File: src/rtl/stream_accumulator.sv
// Packet accumulator: sums NUM_WORDS streamed words through an external adder
// and presents the packet sum with a sticky overflow flag until it is consumed.
module stream_accumulator #(
  parameter int WIDTH     = 8,
  parameter int NUM_WORDS = 4
) (
  input  logic             i_clk,
  input  logic             i_rst,
  input  logic [WIDTH-1:0] i_data,
  input  logic             i_data_valid,
  output logic             o_data_ready,
  output logic [WIDTH-1:0] o_add1,
  output logic [WIDTH-1:0] o_add2,
  input  logic [WIDTH:0]   i_result,
  output logic [WIDTH-1:0] o_sum,
  output logic             o_overflow,
  output logic             o_sum_valid,
  input  logic             i_sum_ready,
  output logic             o_busy
);

  localparam int CW_RAW = $clog2(NUM_WORDS + 1);
  localparam int CW     = (CW_RAW < 1) ? 1 : CW_RAW;
  localparam logic [CW-1:0] LAST_COUNT = CW'(NUM_WORDS);

  typedef enum logic [1:0] {
    IDLE,
    ACCUM,
    DONE
  } state_t;

  state_t           state_q, state_d;
  logic [WIDTH-1:0] acc_q, acc_d;
  logic [CW-1:0]    count_q, count_d;
  logic             ovf_q, ovf_d;
  logic             accept;

  assign accept = i_data_valid && (state_q != DONE);

  always_ff @(posedge i_clk) begin
    if (i_rst) begin
      state_q <= IDLE;
      acc_q   <= '0;
      count_q <= '0;
      ovf_q   <= 1'b0;
    end else begin
      state_q <= state_d;
      acc_q   <= acc_d;
      count_q <= count_d;
      ovf_q   <= ovf_d;
    end
  end

  always_comb begin
    state_d = state_q;
    acc_d   = acc_q;
    count_d = count_q;
    ovf_d   = ovf_q;
    case (state_q)
      IDLE, ACCUM: begin
        if (accept) begin
          acc_d   = i_result[WIDTH-1:0];
          ovf_d   = ovf_q | i_result[WIDTH];
          count_d = count_q + 1'b1;
          state_d = (count_d == LAST_COUNT) ? DONE : ACCUM;
        end
      end
      DONE: begin
        // Clearing here lets the next packet start from zero on the very next cycle.
        if (i_sum_ready) begin
          state_d = IDLE;
          acc_d   = '0;
          count_d = '0;
          ovf_d   = 1'b0;
        end
      end
      default: state_d = IDLE;
    endcase
  end

  assign o_add1       = acc_q;
  assign o_add2       = i_data;
  assign o_data_ready = (state_q != DONE);
  assign o_sum_valid  = (state_q == DONE);
  assign o_sum        = (state_q == DONE) ? acc_q : '0;
  assign o_overflow   = (state_q == DONE) ? ovf_q : 1'b0;
  assign o_busy       = (state_q != IDLE);

endmodule

File: config.mk
export PLATFORM = sky130hd
export DESIGN_NAME = stream_accumulator
export DESIGN_NICKNAME = d
export VERILOG_FILES = /design/src/rtl/stream_accumulator.sv
export SDC_FILE = /design/constraint.sdc
export NUM_CORES = 1
export LEC_CHECK = 0
export ABC_CLOCK_PERIOD_IN_PS = 1100
export BUFFER_PORTS_ARGS = -buffer_cell sky130_fd_sc_hd__buf_2
export CORE_MARGIN = 1.5
export CORE_UTILIZATION = 36
export CTS_CLUSTER_DIAMETER = 200
export DETAILED_ROUTE_END_ITERATION = 12
export HOLD_SLACK_MARGIN = 0.02
export PLACE_DENSITY_LB_ADDON = 0.12
export REMOVE_ABC_BUFFERS = 1
export SYNTH_ARGS = -nofsm -noshare
export SYNTH_HDL_FRONTEND = slang
export SYNTH_SLANG_ARGS = --single-unit
File: constraint.sdc
create_clock -name i_clk -period 1.1 [get_ports i_clk]
set_input_delay 0.055 -clock i_clk [delete_from_list [all_inputs] [get_ports i_clk]]
set_output_delay 0.055 -clock i_clk [all_outputs]
set_load 0.05 [all_outputs]
==> After elaboration in Yosys (flattened, before gate mapping) <==
Cells that the tools add are included.
{ "classes": {"muxes": 15, "bitwise": 1, "add_sub_neg": 1, "n_reduce_logical": 7, "n_eq_ne": 6} }
{ "ops": {"columns": ["op", "count"], "rows": [
  ["8-bit 2-to-1 mux", 3],
  ["8-bit one-hot mux with 2 select lines", 1],
  ["2-bit 2-to-1 mux", 3],
  ["3-bit 2-to-1 mux", 2],
  ["3-bit one-hot mux with 2 select lines", 1],
  ["2-bit inequality test, second input constant", 2],
  ["2-bit one-hot mux with 2 select lines", 1],
  ["2-bit nonzero test", 2],
  ["3-bit by 1-bit adder with 3-bit output, second input constant", 1],
  ["3-bit == test, second input constant", 1],
  ["1-bit 2-to-1 mux", 3],
  ["3-bit AND reduction", 1],
  ["2-bit by 1-bit == test with 1-bit output, second input constant", 1],
  ["2-bit == test, second input constant", 1],
  ["2-bit zero test", 1],
  ["2-bit by 1-bit inequality test with 1-bit output, second input constant", 1],
  ["1-bit one-hot mux with 2 select lines", 1],
  ["2-bit AND reduction", 1],
  ["2-bit OR reduction", 1],
  ["1-bit logical AND", 1],
  ["1-bit OR", 1]
]} }
{ "word_totals": {"in_bits": 21, "out_inout_bits": 28, "reg_bits": 14, "elab_cells": 34} }

==> Depth between registers and ports, before layout <==
Gate-level depths: netlist of run 1.
{ "logic_depth": {"depth_word": 5, "ltp_mapped": 4, "ltp_nobuf": 4} }

==> Least setup slack after synthesis of run 1 <==
OpenSTA, ideal clock, no wires.
{ "synth_timing": {"path_kind": "reg2out", "startpoint": "register state_q[1]", "endpoint": "output port o_overflow", "t_arrival_ns": 1.342, "t_required_ns": 1.045, "path_buffers": 1, "slack_ns": -0.297, "path_stages_with_launch": 4, "cell_sequence": "dfxtp_1 and2b_1 buf_2 and2_1"} }
{ "synth_via": {"elab_chain_len": 2} }
{ "synth_lines": {"columns": ["item", "line", "source"], "rows": [
  ["from (decl)", "32", "state_t state_q, state_d;"],
  ["from (signal assigned)", "47", "state_q <= state_d;"],
  ["2-bit == test", null, null],
  ["named net o_sum_valid", "17", "output logic o_sum_valid,"],
  ["1-bit 2-to-1 mux", "86", "assign o_overflow = (state_q == DONE) ? ovf_q : 1'b0;"],
  ["to (decl)", "16", "output logic o_overflow,"]
]} }
The timed path passes the listed nets, and every way through them passes these cells.

==> Worst setup path in the final report of run 1 <==
{ "layout_timing": {"startpoint": "register state_q[0]", "endpoint": "output port o_sum[1]"} }
{ "layout_via": {"elab_chain_len": 2} }
{ "layout_lines": {"columns": ["item", "line", "source"], "rows": [
  ["2-bit == test", "85", "assign o_sum = (state_q == DONE) ? acc_q : '0;"],
  ["8-bit 2-to-1 mux", "85", null],
  ["to (decl)", "15", "output logic [WIDTH-1:0] o_sum,"]
]} }
No other way between the ends.

==> flow_results.org, run 1 <==
** Pwr
- Switching part of the total power :: 0.286
- Power density over cell area :: 969 nW/um^2
- Summed over all nets, the switching power comes to 0.000347 W.
- Of the total power, the clock network draws 0.313.
- Gate power share :: 0.229
- Internal power :: 0.000867 W
- Sequential group share of total power :: 0.458
- Peak supply drop :: 0.662 mV
- Summed over all cells, the static leakage comes to 0.563 nW.

** Die
- Height of the die :: 48.3 microns
- Row cnt :: 16
- Std-Cell Core Area :: 1940 sq um
- During I/O placement, the number of pins put on the boundary was 49.
- The die is 48.3 microns wide.
- Initial standard-cell utilization of the core :: 0.380
- The die covers 2330 sq um.

** Layout
- Compared with the post-synthesis result, the final layout area differs by 69.8%.
- Excluding fillers, the count of instances in the completed layout stands at 147.
- NumNets Final :: 144
- Leaving out fill and tap cells, the most frequent cell in the layout is buf_2.
- Layout cell share with drive strength beyond 1 :: 0.533
- The repair_antennas step left the layout with diodes totalling 0.
- The top cell types in the final layout, fill and taps aside, are 20 x buf_2, 11 x a32o_1, 11 x dfxtp_1, 11 x buf_8, 10 x dlygate4sd3_1.

** Timing
- Once routing completed, OpenROAD measured the worst setup slack at -155 ps.
- Clock skew on the completed layout was measured at 1.79 ps.
- Final Hold Violating Endpoints :: 0
- Setup violations remaining at the end of the flow were counted as 16.
- At the pin with the least slew margin, the transition time is 306 ps.
- Setup TNS after final layout :: -1650 ps
- Fmax achieved :: 797 MHz
- Tightest slew margin relative to the limit :: 0.796
- The number of pins exceeding their max-slew limit in the final report is 0.
- Shortest period the worst path allows :: 1250 ps
- Unrepaired setup endpoints after global routing :: yes
- In the finished design, the share of the clock period the worst path needs comes to 1.14.

** Outcome
- Outcome :: finished with violations
- The final reports fail on setup timing.

** Synth
- Netlist area before placement :: 738 sq um
- Number of enable flip-flop cells after synthesis :: 0
- In the synthesized netlist the dominant register cell turns out to be dfxtp_1.
- For this run, the number of Yosys warnings is 0.
- Post-synthesis cell type count :: 18
- Synthesis inferred 14 register bits.
- Synthesis produced a netlist whose cell count is 77.
- Share of the yosys chip area belonging to registers :: 0.380
- Mean area per synthesized cell :: 9.59 sq um
- Proportion of synthesized flip-flops having asynchronous set or reset :: 0

** Placement
- Detailed placement finished with a half-perimeter wire length of 1.19 mm.
- Port Buffer Count :: 32
- # placed instances :: 131
- RePlAce Congestion :: 0.730

** Global routing
- GR Layer Usage met1 :: 0.228
- Total global routing overflow :: 0
- Global-route wire length before repair :: 2.95 mm
- Entering global routing, the biggest net connects 16 pins.
- For met3 alone, demand over resource in global routing was 0.0704.
- For met2 alone, demand over resource in global routing was 0.289.
- Most congested layer reported by global routing :: met2
- Number of global-route vias before repair :: 668
- Across every metal layer, demand over resource in global routing totals 0.184.
- Antenna violations before repair :: 0

** Drt
- Via count of the routed design :: 745
- The final layout contains routed wiring with a total length of 2.07 mm.
- Number of design rule violations left after detail routing :: 0
- Average via count per standard cell :: 5.07
- Remaining antenna violation count :: 0
- Routed length per placed instance :: 14.1 microns
- First-pass iteration count of the detailed router :: 4
- After the first detailed-routing iteration, the DRC count stood at 8.

** Clock network
- TritonCTS built the clock tree.
- The clock passes through at most 2 buffers.
- After clock tree synthesis, the clock-pin slew on the worst setup and hold paths is 90 ps.
- The clock reaches the later pin of the worst-skew pair after 280 ps.
- Sinks on the clock net :: 14
- CTS HTree Levels :: 1
- Counting the buffers created by CTS gives 3.
- The tree is rooted in a clkbuf_4.

** Critical path
- Maximum fanout along the worst path :: 6
- STA classifies the critical path endpoint as an output pin.
- At the worst endpoint, the required time is 1040 ps.
- Worst setup path class :: register to output pin
- At the worst endpoint, the arrival time is 1200 ps.
- STA classifies the critical path startpoint as a register.

** Flow run
- Max_cap viols :: 0

** Worst hold path
- In this run the worst hold path is classified as input pin to register.
==> worst max-delay path, stage by stage (launching register included) <==
cell and delay, ps:
dfxtp_2 330, and2b_4 290, and2_4 160, buf_8 140
==> worst paths after layout <==
check / to / cells after the start / slack, ps / from
worst max-delay path: o_sum[1] / 3 / -150 / state_q[0]
worst min-delay path: ovf_q / 3 / 50 / i_result[8]
worst max register to register: o_add1[1] / 4 / -10 / state_q[0]
worst min register to register: ovf_q / 2 / 480 / ovf_q
==> repair_timing <==
item	4_1_cts	5_1_grt
hold endpoints to repair	10	0
resized for setup	46	14
hold buffers	10	0
setup endpoints to repair	14	24
buffers inserted	1	0
pin swaps	3	6
gates cloned	1	0
==> cells by family after synthesis <==
logic type,share of synthesized area
adder cells (fa/ha/maj),0.0339
flip-flops,0.380
AND/OR/NAND/NOR,0.266
AO/OA/AOI/OAI,0.180
buffers and inverters,0.141
==> routing by layer <==
| metal | part of all wire | up-vias |
|---|---|---|
| li1 | - | 349 |
| met1 | 0.41 | 360 |
| met2 | 0.52 | 30 |
| met3 | 0.053 | 6 |
| met4 | 0.020 | 0 |
| met5 | 0 | - |
==> power groups by stage <==
| stage | combinational, W | sequential, W | clock, W |
|---|---|---|---|
| 6_report | 0.000278 | 0.000557 | 0.000380 |
| 5_1_grt | 0.000300 | 0.000561 | 0.000406 |
| 4_1_cts | 0.000269 | 0.000555 | 0.000389 |
| 3_5_place_dp | 0.000222 | 0.000564 | 0 |
| 3_3_place_gp | 0.000221 | 0.000562 | 0 |
| 2_1_floorplan | 0.0000760 | 0.000624 | 0 |
==> flip-flops by register name, summed over array words and instances, names as in the netlist <==
signal   count
o_add1       8
state_q      2
count_q      3
ovf_q        1
==> area by class of cell <==
type | count | area (sq um)
fill | 166 | 688
timing repair buffer | 51 | 455
multi-input combinational | 46 | 425
sequential | 14 | 284
clock buffer | 4 | 36.3
tap | 27 | 33.8
inverter | 5 | 18.8
==> Yosys cell counts, types with 2 or more instances <==
master,n,share of area
dfxtp_1,14,0.38
a32o_1,11,0.15
and2_1,9,0.076
buf_4,8,0.081
nor2b_1,8,0.068
buf_2,5,0.034
inv_1,5,0.025
and2b_1,4,0.041
nand3b_1,3,0.031
ha_1,2,0.034
==> per-stage QoR <==
stage / total power, W / worst slack, ps / hold WS [ps] / instance area (sq um) / utilization
floorplan: 0.000700 / -415 / 110 / 653 / -
global placement: 0.000784 / -64.3 / 111 / 907 / 0.467
detailed placement: 0.000786 / -115 / 111 / 907 / 0.467
CTS: 0.00121 / -165 / 41.1 / 1200 / 0.619
global route: 0.00127 / -198 / 73.6 / 1250 / 0.646
finish: 0.00121 / -155 / 48.8 / 1250 / 0.646
(Power assumes the default switching activity.)
==> inputs of run 2 (changes only) <==
- SETUP_SLACK_MARGIN: not set -> 0.4
==> run 2 against run 1 <==
Net effect:
- the flow finishes with violations (hold timing, setup timing)
- register-to-register slack barely moved
- clock power barely moved
- utilization rose by 0.13 points
- critical path depth did not move
- total power rose by 1.7%
- global-route usage rose by 0.32 points
- non-clock buffer count fell by 9
- cell area rose by 0.20%
- worst hold slack got worse by 78 ps
- first-iteration DRC count fell by 13%
- via count fell by 5.8%
- critical endpoint unchanged
- largest cell class unchanged
==> flow_results.org, run 2 (synthesis results as in run 1) <==
** Outcome
- The flow ran to the end, but the final reports show violations.
- The final reports fail on hold timing, setup timing.

** Layout
- Summing all flip-flop and latch instances after layout gives 298 sq um.
- The finished cells cover 1260 sq um.
- NumNets Final :: 135
- Area growth from synthesis to final layout :: 70.2%
- Commonest non-fill, non-tap cell in the layout :: buf_8
- Measured on the finished design, the core utilization comes to 0.647.
- Layout cell share with drive strength beyond 1 :: 0.667
- Cell Count, Final, Fillers Out :: 138
- N_diodes :: 0
- Count of filler cells inserted in the layout :: 163
- Flip-flop count of the largest register, all copies and words added :: 8
- Summing all multi-input logic gate instances after layout gives 434 sq um.
- Commonest cells after routing, fill and taps aside :: 18 x buf_8, 12 x buf_2, 11 x a32o_1, 11 x dfxtp_2, 9 x and2_4

** Clock network
- In this run the clock root is driven by a clkbuf_4.
- TritonCTS clock tree :: yes
- CTS saw 14 sinks.
- CTS HTree Levels :: 1
- Clock latency on the worst-skew pair, taken at its later pin, is 290 ps.
- Clk slew on worst S/H paths :: 100 ps
- The clock passes through at most 2 buffers.
- The number of clock buffers added by TritonCTS is 3.

** Die
- 49 I/O pins were placed.
- The initial utilization of the core area, before any placement, comes to 0.380.
- DIE WIDTH :: 48.3 microns
- Die area :: 2330 sq um
- Height of the die :: 48.3 microns
- The floorplan has 16 rows.
- Std-Cell Core Area :: 1940 sq um

** Worst hold path
- The startpoint identified for the worst hold timing path is i_result[1].
- The path with the worst hold slack has its endpoint at o_add1[1].
- The min-delay analysis places its worst path in the category input pin to register.
- Counting instances, the worst hold path has a depth of 2.

** Flow run
- Max_cap viols :: 0

** Drt
- Before antenna repair, the detailed router went through 4 iterations.
- Via count of the routed design :: 702
- The routed design has 1.99 mm of wire.
- Routed length per placed instance :: 14.4 microns
- In the routed design, unresolved DRC markers number 0.
- Once detail routing completed, the nets flagged for antenna violations numbered 0.
- Number of design-rule violations left by the first detailed-router iteration :: 7
- In the routed layout, each cell is associated on average with a via count of 5.09.

** Timing
- Shortest period the worst path allows :: 1260 ps
- The tightest hold path in the finished design has a slack of -28.8 ps.
- Derived from the worst setup path, the maximum achievable clock frequency is 796 MHz.
- Count of pins over their slew limit :: 0
- Worst setup skew after layout :: 9.64 ps
- Tightest slew margin relative to the limit :: 0.790
- Final Hold Violating Endpoints :: 8
- At the pin with the least slew margin, the transition time is 315 ps.
- Unrepaired setup endpoints after global routing :: yes
- Setup slack on the critical path of the routed design comes to -156 ps.
- Setup violations remaining at the end of the flow were counted as 15.
- In the finished design, the share of the clock period the worst path needs comes to 1.14.

** Pwr
- Switching power :: 0.000353 W
- Leakage :: 0.549 nW
- Peak supply drop :: 0.733 mV
- Clock network fraction of design power :: 0.309
- Switching part of the total power :: 0.286
- Of the total power, registers draw 0.460.
- Internal power :: 0.000882 W
- For this design the ratio of total power to cell area is 983 nW/um^2.
- The share of total power dissipated in combinational logic is 0.231.

** Critical path
- Terminus of the critical flop-to-flop path :: o_add1[0]
- Setup slack on the worst flop-to-flop path :: -10 ps
- Along the worst path, the maximum fanout reaches 6.
- Worst setup path class :: register to output pin
- STA classifies the critical path endpoint as an output pin.
- In this run the critical register-to-register path is launched from state_q[0].
- Measured in cells, the most critical reg-to-reg path has a length of 4.
- Data on the critical path is required at its endpoint by 1040 ps.
- Arr. time, crit path :: 1200 ps
- Launching element type of the critical path :: register

** Placement
- The congestion estimate from routability-driven global placement came to 0.730.
- Area post-placement :: 907 sq um
- # placed instances :: 131
- HPWL after DPL :: 1.19 mm
- Port Buffer Count :: 32

** Global routing
- The number of global-route vias before repair came to 645.
- The first global-routing pass estimated 3.01 mm of wire.
- Antenna violations before repair :: 0
- Total global routing overflow :: 0
- Global router's overall resource usage :: 0.187
- Entering global routing, the biggest net connects 16 pins.
## run 2: final cells by class
class,count,share of cell area
inverters,5,0.0149
well taps,27,0.0269
multi-input cells,46,0.346
clock buffers,4,0.0289
flip-flops and latches,14,0.237
repair buffers,42,0.347
## run 2: per-stage QoR
stage / power (W) / hold slack [ps] / TNS, ps / worst slack (ps)
2_1_floorplan: 0.000700 / 110 / -4180 / -415
3_3_place_gp: 0.000784 / 111 / -586 / -64.3
3_5_place_dp: 0.000786 / 111 / -1010 / -115
4_1_cts: 0.00124 / -31.4 / -1760 / -165
5_1_grt: 0.00130 / -38.8 / -2640 / -204
6_report: 0.00124 / -28.8 / -1700 / -156
## run 2: how the worst max path moves through the flow
stage	end	startpoint	cells past startpoint	slack, ps
floorplan	o_overflow	state_q[1]	2	-410
global placement	o_sum[4]	state_q[0]	3	-60
detailed placement	o_sum[6]	state_q[0]	3	-120
CTS	o_sum[0]	state_q[0]	3	-160
global route	o_sum[0]	state_q[0]	3	-200
finish	o_sum[1]	state_q[0]	3	-160
## run 2: power by group through the flow
stage / clock, W / combinational [W] / sequential [W]
finish: 0.000381 / 0.000285 / 0.000569
global route: 0.000418 / 0.000304 / 0.000573
CTS: 0.000389 / 0.000283 / 0.000570
detailed placement: 0 / 0.000222 / 0.000564
global placement: 0 / 0.000221 / 0.000562
floorplan: 0 / 0.0000760 / 0.000624
## run 2: timing repair
action / in CTS / in global routing
hold endpoints to repair: 9 / 9
setup endpoints to repair: 34 / 34
pin swaps: 6 / 9
resized for setup: 81 / 11
setup buffers: 1 / 1
gates cloned: 1 / 0
## run 2: critical path, cell delays in order, from the launching register on
cell and delay, ps:
dfxtp_2 330, and2b_4 290, and2_4 160, buf_8 140
## run 2: routing by layer
layer  track usage  vias up  wire length [microns]
met4        0.0649        0                     25
met5             0        -                      0
met1         0.240      339                    806
li1              -      329                      -
met3        0.0704        4                    117
met2         0.287       30                   1040
==> inputs of run 3 (changes only) <==
- SETUP_SLACK_MARGIN: 0.4 -> 0.2
==> run 3 against run 2 <==
Net effect:
- the flow finishes with violations (setup timing)
- sequential cell count is the same
- sequential share of layout area shrank 1.2 points
- first-iteration DRC count shrank 14%
- die area is the same
- worst hold slack gained 69 ps
- total power grew 0.64%
- critical endpoint is now o_sum[3]
==> flow_results.org, run 3 (synthesis results as in run 1) <==
** Layout
- Commonest non-fill, non-tap cell in the layout :: buf_2
- Final core area utilization :: 0.680
- The register with the most flip-flops in the layout has 8 of them.
- In the final layout, the share of cells above drive strength 1 is 0.617.
- In the layout the commonest cells are 12 x buf_2, 11 x a32o_1, 11 x dfxtp_2, 11 x buf_6, 11 x buf_8.
- Count of filler cells inserted in the layout :: 150
- NumNets Final :: 144
- Compared with the post-synthesis result, the final layout area differs by 79.0%.
- 0 antenna diodes ended up in the layout.

** Drt
- After detailed routing, the number of remaining DRC violations is 0.
- Sum of routed wire length over all layers :: 2.16 mm
- The detail route stage leaves a number of antenna-violating nets equal to 0.
- Via count of the routed design :: 736
- In the final routed layout, each cell accounts on average for 14.7 microns.
- Before antenna repair, the detailed router went through 2 iterations.
- In the routed layout, each cell is associated on average with a via count of 5.01.
- In this run, the number of DRC markers left after iteration 0 of detailed routing was 6.

** Clock network
- Max Buffers Root-to-Sink :: 2
- Clock root buffer :: clkbuf_4
- CTS HTree Levels :: 1
- The clock drives 14 sinks.
- Clk_lat worst skew :: 280 ps
- TritonCTS clock tree :: yes
- After clock tree synthesis, the clock-pin slew on the worst setup and hold paths is 80 ps.
- CTS buffer count :: 3

** Die
- The core region is 1940 sq um.
- 49 I/O pins were placed.
- The floorplan step set the die width to 48.3 microns.
- Height of the die :: 48.3 microns
- Die area :: 2330 sq um
- Row cnt :: 16
- For this configuration, the core starts out at a cell density of 0.380.

** Global routing
- Total global routing overflow :: 0
- Entering global routing, the biggest net connects 16 pins.
- Global router's overall resource usage :: 0.192
- Fraction of met3 tracks used by global routing :: 0.0704
- The number of global-route vias before repair came to 687.
- GR Layer Usage met1 :: 0.230
- The first global-routing pass estimated 3.08 mm of wire.
- The initial antenna violation count is 0.
- For this run, global-route usage on met2 was measured as 0.316.
- The layer flagged by global routing as most heavily used is met2.

** Timing
- The clock arrives with 6.51 ps of skew.
- Headroom to the max-slew limit came out at 0.790.
- Shortest period the worst path allows :: 1260 ps
- Fmax achieved :: 795 MHz
- Of the available clock period, the critical path in the final layout requires 1.14.
- Count of pins over their slew limit :: 0
- Final Hold Violating Endpoints :: 0
- After layout, the worst setup slack is -158 ps.
- For the pin with the worst max-slew slack, the measured transition is 315 ps.
- Setup violations remaining at the end of the flow were counted as 16.
- Setup TNS after final layout :: -1680 ps
- Setup repair after global routing could not meet its margin everywhere.

** Pwr
- Power comes to 0.00124 W.
- Sequential group share of total power :: 0.455
- The share of total power dissipated in the clock network is 0.304.
- Leakage :: 0.576 nW
- Power density over cell area :: 941 nW/um^2
- The share of total power dissipated in combinational logic is 0.241.
- Of the total power, the share spent switching nets is 0.284.
- In this run the power spent charging and discharging nets is 0.000353 W.
- Across the VDD grid, the largest voltage drop is 0.689 mV.
- Internal power comes to 0.000890 W.

** Critical path
- Launching element type of the critical path :: register
- Arr. time, crit path :: 1200 ps
- Worst setup path class :: register to output pin
- Of all nets on the critical path, the largest fanout is 6.
- Critical path data required time :: 1040 ps
- Capturing element type of the critical path :: output pin

** Placement
- After legalization and detailed placement, the total HPWL measured 1.19 mm.
- The count of buffers added on input and output ports is 32.
- The congestion estimate from routability-driven global placement came to 0.730.
- Pre-CTS setup slack :: -115 ps

** Worst hold path
- The path class of the tightest hold or removal check is input pin to register.

** Flow run
- Across the run, the number of max-cap violations was 0.

** Outcome
- Outcome :: finished with violations
- The checks that failed: setup timing.
## run 3: cell count changes in the layout (fill, tap and decap cells not counted)
cell           before  now
buf_6               4   11
dlygate4sd3_1       0    9
buf_8              18   11
and2b_2             1    0
and2b_4             1    2
## run 3: area by class of cell
class	count	area, sq um	area share
clock buffer	4	36.3	0.0275
tap	27	33.8	0.0256
multi-input combinational	46	435	0.330
inverter	5	18.8	0.0142
sequential	14	298	0.225
timing repair buffer	51	499	0.378
## run 3: critical path, stage by stage, from the launching register on
cell and delay, ps:
dfxtp_2 330, and2b_4 300, and2_4 160, buf_8 140
## run 3: final timing paths
kind                                   start    endpoint  slack (ps)  depth (start not counted)
worst min-delay path            i_data_valid  state_q[0]          40                          2
worst max register to register    state_q[0]   o_add1[6]         -10                          4
worst max-delay path              state_q[0]    o_sum[3]        -160                          3
worst min register to register         ovf_q       ovf_q         490                          2
## run 3: repair_timing
action                     4_1_cts  5_1_grt
pin swaps                        6       10
buffers inserted                 1        1
hold endpoints to repair         9        0
hold buffers                     9        0
setup endpoints to repair       34       33
resized for setup               64       22
gates cloned                     1        0
## run 3: through the flow
step,area [sq um],hold slack (ps),instances
floorplan,653,110,64
global placement,907,111,131
detailed placement,907,111,131
CTS,1260,28.1,146
global route,1320,39.5,147
finish,1320,40.6,147
## run 3: power groups by stage
| stage | Clock [W] | Sequential (W) | Combinational (W) |
|---|---|---|---|
| global placement | 0 | 0.000562 | 0.000221 |
| CTS | 0.000389 | 0.000562 | 0.000291 |
| finish | 0.000378 | 0.000565 | 0.000300 |
| global route | 0.000409 | 0.000570 | 0.000320 |
| detailed placement | 0 | 0.000564 | 0.000222 |
| floorplan | 0 | 0.000624 | 0.0000760 |
## run 3: layer usage
metal | part of all wire | wire, microns
met5 | 0 | 0
met4 | 0.019 | 42
met3 | 0.062 | 134
met2 | 0.53 | 1150
met1 | 0.39 | 835
